## src/rtl/demux_4_32_buf.sv

```systemverilog
// demux_4_32_buf: registered 1-to-4 demultiplexer with a 1-entry holding buffer per lane.
//
// A single producer presents in_data with a 2-bit destination in_addr. Accepted words land
// in the addressed lane buffer on the next rising edge. Each lane has its own valid/ready
// handshake, so a stalled lane never blocks traffic to the other lanes. Each lane also keeps
// a wrapping count of delivered words.
//
// Ports
//   clk, rst_n            clock, asynchronous active-low reset
//   flush                 synchronous clear of all lane buffers (counters are kept)
//   in_valid/in_ready     producer handshake; in_ready is combinational
//   in_addr, in_data      destination lane (00->1 .. 11->4) and payload
//   outN_valid/outN_ready lane N handshake (valid registered)
//   outN_data             lane N buffer contents (registered)
//   cntN                  words delivered on lane N, wraps modulo 2^CNT_W
module demux_4_32_buf #(
  parameter int unsigned WIDTH = 32,
  parameter int unsigned CNT_W = 8
) (
  input  logic             clk,
  input  logic             rst_n,
  input  logic             flush,
  input  logic             in_valid,
  output logic             in_ready,
  input  logic [1:0]       in_addr,
  input  logic [WIDTH-1:0] in_data,
  output logic             out1_valid,
  input  logic             out1_ready,
  output logic [WIDTH-1:0] out1_data,
  output logic [CNT_W-1:0] cnt1,
  output logic             out2_valid,
  input  logic             out2_ready,
  output logic [WIDTH-1:0] out2_data,
  output logic [CNT_W-1:0] cnt2,
  output logic             out3_valid,
  input  logic             out3_ready,
  output logic [WIDTH-1:0] out3_data,
  output logic [CNT_W-1:0] cnt3,
  output logic             out4_valid,
  input  logic             out4_ready,
  output logic [WIDTH-1:0] out4_data,
  output logic [CNT_W-1:0] cnt4
);

  typedef enum logic {StEmpty, StFull} lane_st_e;

  lane_st_e         st_q   [4];
  lane_st_e         st_d   [4];
  logic [WIDTH-1:0] data_q [4];
  logic [WIDTH-1:0] data_d [4];
  logic [CNT_W-1:0] cnt_q  [4];
  logic [CNT_W-1:0] cnt_d  [4];

  logic [3:0] lane_ready;
  logic [3:0] lane_valid;
  logic       accept;

  assign lane_ready = {out4_ready, out3_ready, out2_ready, out1_ready};

  always_comb begin
    lane_valid = '0;
    for (int n = 0; n < 4; n++) begin
      lane_valid[n] = (st_q[n] == StFull);
    end
  end

  // Only the addressed lane gates the producer; a full lane that is draining this cycle can
  // take a new word, giving 1 word/cycle pass-through.
  assign in_ready = rst_n & ~flush & (~lane_valid[in_addr] | lane_ready[in_addr]);
  assign accept   = in_valid & in_ready;

  always_comb begin
    for (int n = 0; n < 4; n++) begin
      st_d[n]   = st_q[n];
      data_d[n] = data_q[n];
      cnt_d[n]  = cnt_q[n];

      // A handshake in the flush cycle still completes and is counted.
      if (lane_valid[n] && lane_ready[n]) begin
        cnt_d[n] = cnt_q[n] + CNT_W'(1);
      end

      // accept is already 0 during flush, so flush wins over any new word.
      if (flush) begin
        st_d[n] = StEmpty;
      end else if (accept && (in_addr == 2'(n))) begin
        st_d[n]   = StFull;
        data_d[n] = in_data;
      end else if (lane_valid[n] && lane_ready[n]) begin
        st_d[n] = StEmpty;
      end
    end
  end

  always_ff @(posedge clk or negedge rst_n) begin
    if (!rst_n) begin
      for (int n = 0; n < 4; n++) begin
        st_q[n]   <= StEmpty;
        data_q[n] <= '0;
        cnt_q[n]  <= '0;
      end
    end else begin
      for (int n = 0; n < 4; n++) begin
        st_q[n]   <= st_d[n];
        data_q[n] <= data_d[n];
        cnt_q[n]  <= cnt_d[n];
      end
    end
  end

  assign out1_valid = lane_valid[0];
  assign out2_valid = lane_valid[1];
  assign out3_valid = lane_valid[2];
  assign out4_valid = lane_valid[3];

  assign out1_data = data_q[0];
  assign out2_data = data_q[1];
  assign out3_data = data_q[2];
  assign out4_data = data_q[3];

  assign cnt1 = cnt_q[0];
  assign cnt2 = cnt_q[1];
  assign cnt3 = cnt_q[2];
  assign cnt4 = cnt_q[3];

endmodule
```

## config.mk

```make
export PLATFORM = sky130hd
export DESIGN_NAME = demux_4_32_buf
export DESIGN_NICKNAME = d
export VERILOG_FILES = /design/src/rtl/demux_4_32_buf.sv
export SDC_FILE = /design/constraint.sdc
export NUM_CORES = 1
export LEC_CHECK = 0
export ABC_AREA = 1
export CELL_PAD_IN_SITES_DETAIL_PLACEMENT = 0
export CELL_PAD_IN_SITES_GLOBAL_PLACEMENT = 2
export CORE_ASPECT_RATIO = 1.25
export CORE_UTILIZATION = 29
export DETAILED_ROUTE_END_ITERATION = 16
export HOLD_SLACK_MARGIN = 0.03
export PLACE_DENSITY_LB_ADDON = 0.12
export SLEW_MARGIN = 0
export SYNTH_ARGS = -nofsm -noshare
export SYNTH_HDL_FRONTEND = slang
export SYNTH_SLANG_ARGS = --single-unit
```

## constraint.sdc

```tcl
create_clock -name clk -period 2.7 [get_ports clk]
set_input_delay 0.81 -clock clk [delete_from_list [all_inputs] [get_ports clk]]
set_output_delay 0.81 -clock clk [all_outputs]
set_load 0.05 [all_outputs]
```

Word level (Yosys, flattened, before mapping)
Index checks and enable logic that the tools add are counted.
{"block": "totals", "inputBits": 42, "out_inout_bits": 165, "reg_bits": 164}
{"block": "op_classes", "n_lt_le_gt_ge": 1, "n_reduce_logical": 17, "n_mux": 16, "n_eq_ne": 3, "bitwise": 6, "n_addsub": 4}
{"cell": "$add A8 B1 Y8 const B", "n": 4}
{"cell": "$mux W1", "n": 14}
{"cell": "$reduce_bool A3 Y1", "n": 4}
{"cell": "$logic_and A1 B1 Y1", "n": 8}
{"cell": "$reduce_and A2 Y1", "n": 4}
{"cell": "$bmux W1 S2", "n": 2}
{"cell": "$eq A2 B2 Y1 const B", "n": 2}
{"cell": "$and A1 B1 Y1", "n": 3}
{"cell": "$lt A2 B3 Y1 const B", "n": 1}
{"cell": "$eq A2 B1 Y1 const B", "n": 1}
{"cell": "$logic_not A2 Y1", "n": 1}
{"cell": "$not A1 Y1", "n": 2}
{"cell": "$or A1 B1 Y1", "n": 1}

Logic depth before layout (Yosys ltp)
Gate-level depths: netlist (run 1).
{"block": "logic_depth", "depth_word": 9, "mapped_depth": 12, "mapped_depth_nobuf": 10}

Worst setup path after synthesis (run 1)
No wires, ideal clock.
{"block": "synth_timing", "path_type": "input to output", "start": "input port in_addr[0]", "end": "output port in_ready", "arrival_time_ps": 2363, "stages": 7, "slack_ps": -473, "path_buffers": 1, "required_ps": 1890, "cell_sequence": "buf_4 > inv_1 > nand2_1 > nand2_1 > nand2_1 > nand2_1 > a21boi_0"}
{"block": "synth_via", "elab_chain_cells": 5, "elab_cells_between_ends": 7, "classes_between": "mux: 4; bitwise: 3"}
{"element": "start, declared", "line_no": "25", "rtl": "input logic [1:0] in_addr,"}
{"element": "$bmux W1 S2", "line_no": "69", "rtl": "assign in_ready = rst_n & ~flush & (~lane_valid[in_addr] | lane_ready[in_addr]);"}
{"element": "$mux W1 (not written as such)", "line_no": "69"}
{"element": "$not A1 Y1", "line_no": "69"}
{"element": "$or A1 B1 Y1 (*)", "line_no": "69"}
{"element": "$and A1 B1 Y1 (*)", "line_no": "69"}
{"element": "end, declared", "line_no": "24", "rtl": "output logic in_ready,"}
Every way passes the cells marked *; elsewhere a longest branch is shown, timed or not. The select of a mux whose other input is x is not followed.

Worst setup path after layout (run 1)
Same ends and word-level chain as after synthesis.

==> results of run 1 <==
how the worst min path moves through the flow:
stage | start | end | slack, ns | depth (start not counted)
detailed placement | out3_data[26]$_DFFE_PN0P_ | out3_data[26]$_DFFE_PN0P_ | 0.46 | 2
floorplan | rst_n | cnt1[0]$_DFFE_PN0P_ | 0.51 | 0
global placement | out3_data[8]$_DFFE_PN0P_ | out3_data[8]$_DFFE_PN0P_ | 0.46 | 2
finish | rst_n | cnt2[2]$_DFFE_PN0P_ | 0.44 | 2
global route | cnt3[7]$_DFFE_PN0P_ | cnt3[7]$_DFFE_PN0P_ | 0.50 | 1
CTS | cnt2[7]$_DFFE_PN0P_ | cnt2[7]$_DFFE_PN0P_ | 0.48 | 1
worst max-delay path, delay by kind of cell:
family | cells | cell delay [ns]
simple gates | 4 | 0.28
compound gates | 1 | 0.20
buf+inv | 3 | 0.56
through the flow:
step           util, %  hold slack [ns]  std cells
2_1_floorplan        -            0.514        716
3_3_place_gp      41.3            0.463       1211
6_report          43.9            0.437       1243
5_1_grt           43.9            0.495       1243
3_5_place_dp      41.3            0.464       1211
4_1_cts           43.9            0.481       1243
layout make-up:
cell class	count	area (um^2)	share of cell area (%)
flip-flops and latches	164	4100	42.1
repair buffers	237	2420	24.8
multi-input cells	499	2190	22.4
clock buffers	17	425	4.36
well taps	283	354	3.63
clock inverters	15	164	1.68
inverters	28	105	1.08
routing by layer:
layer / vias up / wire length, um / track usage, %
met5: - / 0 / 0
met4: 0 / 256 / 5.46
met3: 11 / 1060 / 5.42
met2: 138 / 9780 / 29.6
met1: 2588 / 8330 / 22.0
li1: 2647 / - / -
power by group through the flow:
| stage | clock, W | combinational, W | sequential (W) |
|---|---|---|---|
| after floorplan | 0 | 0.000519 | 0.00517 |
| after global placement | 0 | 0.00378 | 0.00335 |
| after detailed placement | 0 | 0.00381 | 0.00336 |
| after CTS | 0.00253 | 0.00381 | 0.00333 |
| after global routing | 0.00263 | 0.00399 | 0.00340 |
| final | 0.00244 | 0.00377 | 0.00333 |
flip-flops by register name (all words and copies together) (netlist names):
signal and count:
cnt4 8, out3_data 32, out1_valid 1, cnt2 8
out4_valid 1, out4_data 32, cnt1 8, out2_valid 1
out1_data 32, out3_valid 1, cnt3 8, out2_data 32
what timing repair did:
item	4_1_cts	5_1_grt
gates cloned	0	0
pin swaps	1	1
setup endpoints to repair	1	1
resized for setup	6	2
layout by cell type (no fill, tap or decap), types with 5 or more instances in the layout:
master,instances
buf_12,10
buf_4,21
clkbuf_16,17
clkdlybuf4s50_1,200
dfrtp_1,164
inv_1,27
inv_6,5
nand2_1,421
nand3_1,9
nand4_1,8
nor2_1,9
nor2_4,5
xnor2_1,10
xor2_1,17
cells by family (layout without fill, tap and decap cells):
| group | Yosys count | after routing | share of synthesized area (%) |
|---|---|---|---|
| flip-flops | 164 | 164 | 62.7 |
| adder cells (fa/ha/maj) | 4 | 4 | 0.765 |
| multiplexers | 3 | 3 | 0.516 |
| AO/OA/AOI/OAI | 5 | 5 | 0.574 |
| AND/OR/NAND/NOR | 460 | 460 | 27.8 |
| buffers and inverters | 53 | 297 | 4.02 |
| XOR/XNOR | 27 | 27 | 3.61 |
==> results.yml, run 1 <==
status:
  status: "complete, no violations"
detailed_routing:
  drtIter0Drc: 244
  wl_per_cell_um: 15.6
  drc_errors: 0
  viasPerCell: 4.33
  postRouteAntennaNets: 0
  vias: 5384
  drtPass1Iterations: 4
  wirelength_um: 19400
clock_tree:
  clk_pin_slew_worst_paths_ns: 0.07
  cts-root-buf: "clkbuf_16"
  clk_latency_ns: 0.43
  htree_levels: 4
  holdBufCountCts: 0
  clk_path_buf_depth: 2
  cts_buffers: 17
  clock-sinks: 164
  cts_setup_buffers: 0
  cts_tree: "built"
final_layout:
  insertedDiodeCount: 0
  fillCellCount: 2134
  drive_gt1_share_pct: 8.02
  area_growth_pct: 49.1
  stdcell_area_um2: 9760
  nNetsFinal: 993
sta:
  final.min_clock_period_ns: 2.65
  fin_crit_sh_pct: 98.1
  setup_slack_ns: 0.0505
  slew_headroom_pct: 30.8
  finalMaxSlewViolations: 0
  worst_pin_slew_ns: 1.04
  rsz0062_at_grt: "false"
  fin_tns_setup_ns: 0
  hold_viol: 0
  final-setup-viol-count: 0
  fmax_mhz: 377
  fin_skew_ns: 0.0150
worst_setup_path:
  r2r_cells: 11
  critPathCapture: "in_ready"
  cp-start-kind: "input port"
  crit_type: "input port to output pin"
  rrSetupSlack_ns: 0.99
  cp_common_cell: "nand2_1"
  r2r-end: "out1_data[12]$_DFFE_PN0P_"
  path_cells: "dlygate4sd2_1 > buf_6 > nand2_1 > nand2_1 > nand2_1 > nand2_1 > a21boi_2 > buf_12"
  max_stage_delay_ns: 0.26
  worstSetupStartpoint: "in_addr[0]"
  slowest_stage: "dlygate4sd2_1"
  worstPathMaxFanout: 7
  reg2reg_from: "out2_valid$_DFFE_PN0P_"
  cp.required_ns: 1.89
  critPathArrivalTime_ns: 1.84
  end_kind: "output pin"
power_and_ir_drop:
  powerDensity_nw_per_um2: 977
  p_leak_nw: 4.87
  switching_share_pct: 42.3
  vdd_drop_max_uv: 499
  total_power_w: 0.00953
  seqPwrFrac_pct: 34.9
  power.share.combinational_pct: 39.5
  internal_power_w: 0.00550
  power.net_switching_w: 0.00403
  power_frac_clock_pct: 25.6
placement:
  portBuffers: 206
  dp_slack_ns: -0.171
  gp_congestion: 0.747
  dpl-instance-area_um2: 9160
  post-dp-hpwl_um: 13300
synthesis:
  ys_seq_area_share_pct: 62.7
  synth.most_common_cell: "nand2_1"
  synth_common_cells: "nand2_1, dfrtp_1, inv_1"
  ys_types: 20
  netlist_area_um2: 6540
  synth.top_cell.area_share_pct: 62.7
  synth-edff-count: 0
  synth_largest_area_cell: "dfrtp_1"
  synth_area_leaders: "dfrtp_1, nand2_1, xor2_1, inv_1, buf_4"
  avgSynthCellArea_um2: 9.14
  postSynthCellCount: 716
  ys_ff_latch: 164
  synth-main-ff-cell: "dfrtp_1"
  async_flop_share_pct: 100
  synth_nets: 762
  yosysWarnings: 0
grt:
  grt_pass1_wl_um: 30900
  grt_pass1_vias: 5470
  grt_max_degree: 165
  antenna_found_initial: 0
  grt_usage_pct: 17.8
  grt-ovfl-total: 0
floorplan:
  start_util_pct: 29.5
  rows: 61
  fp.dieH_um: 170
  design.die.area_um2: 23200
  dieWidth_um: 136
  core-area_um2: 22200
  pin_count: 207
hold_path:
  hold_class: "input port to async pin"
job:
  drv_cap: 0
Note: power is estimated with default switching activity, not from simulation.
==> run 2: changes to the inputs <==
- CTS_CLUSTER_DIAMETER: unset -> 40
- GPL_ROUTABILITY_DRIVEN: unset -> 0
==> results of run 2 <==
No change in the layout: final DEF, timing and power equal those of run 1.
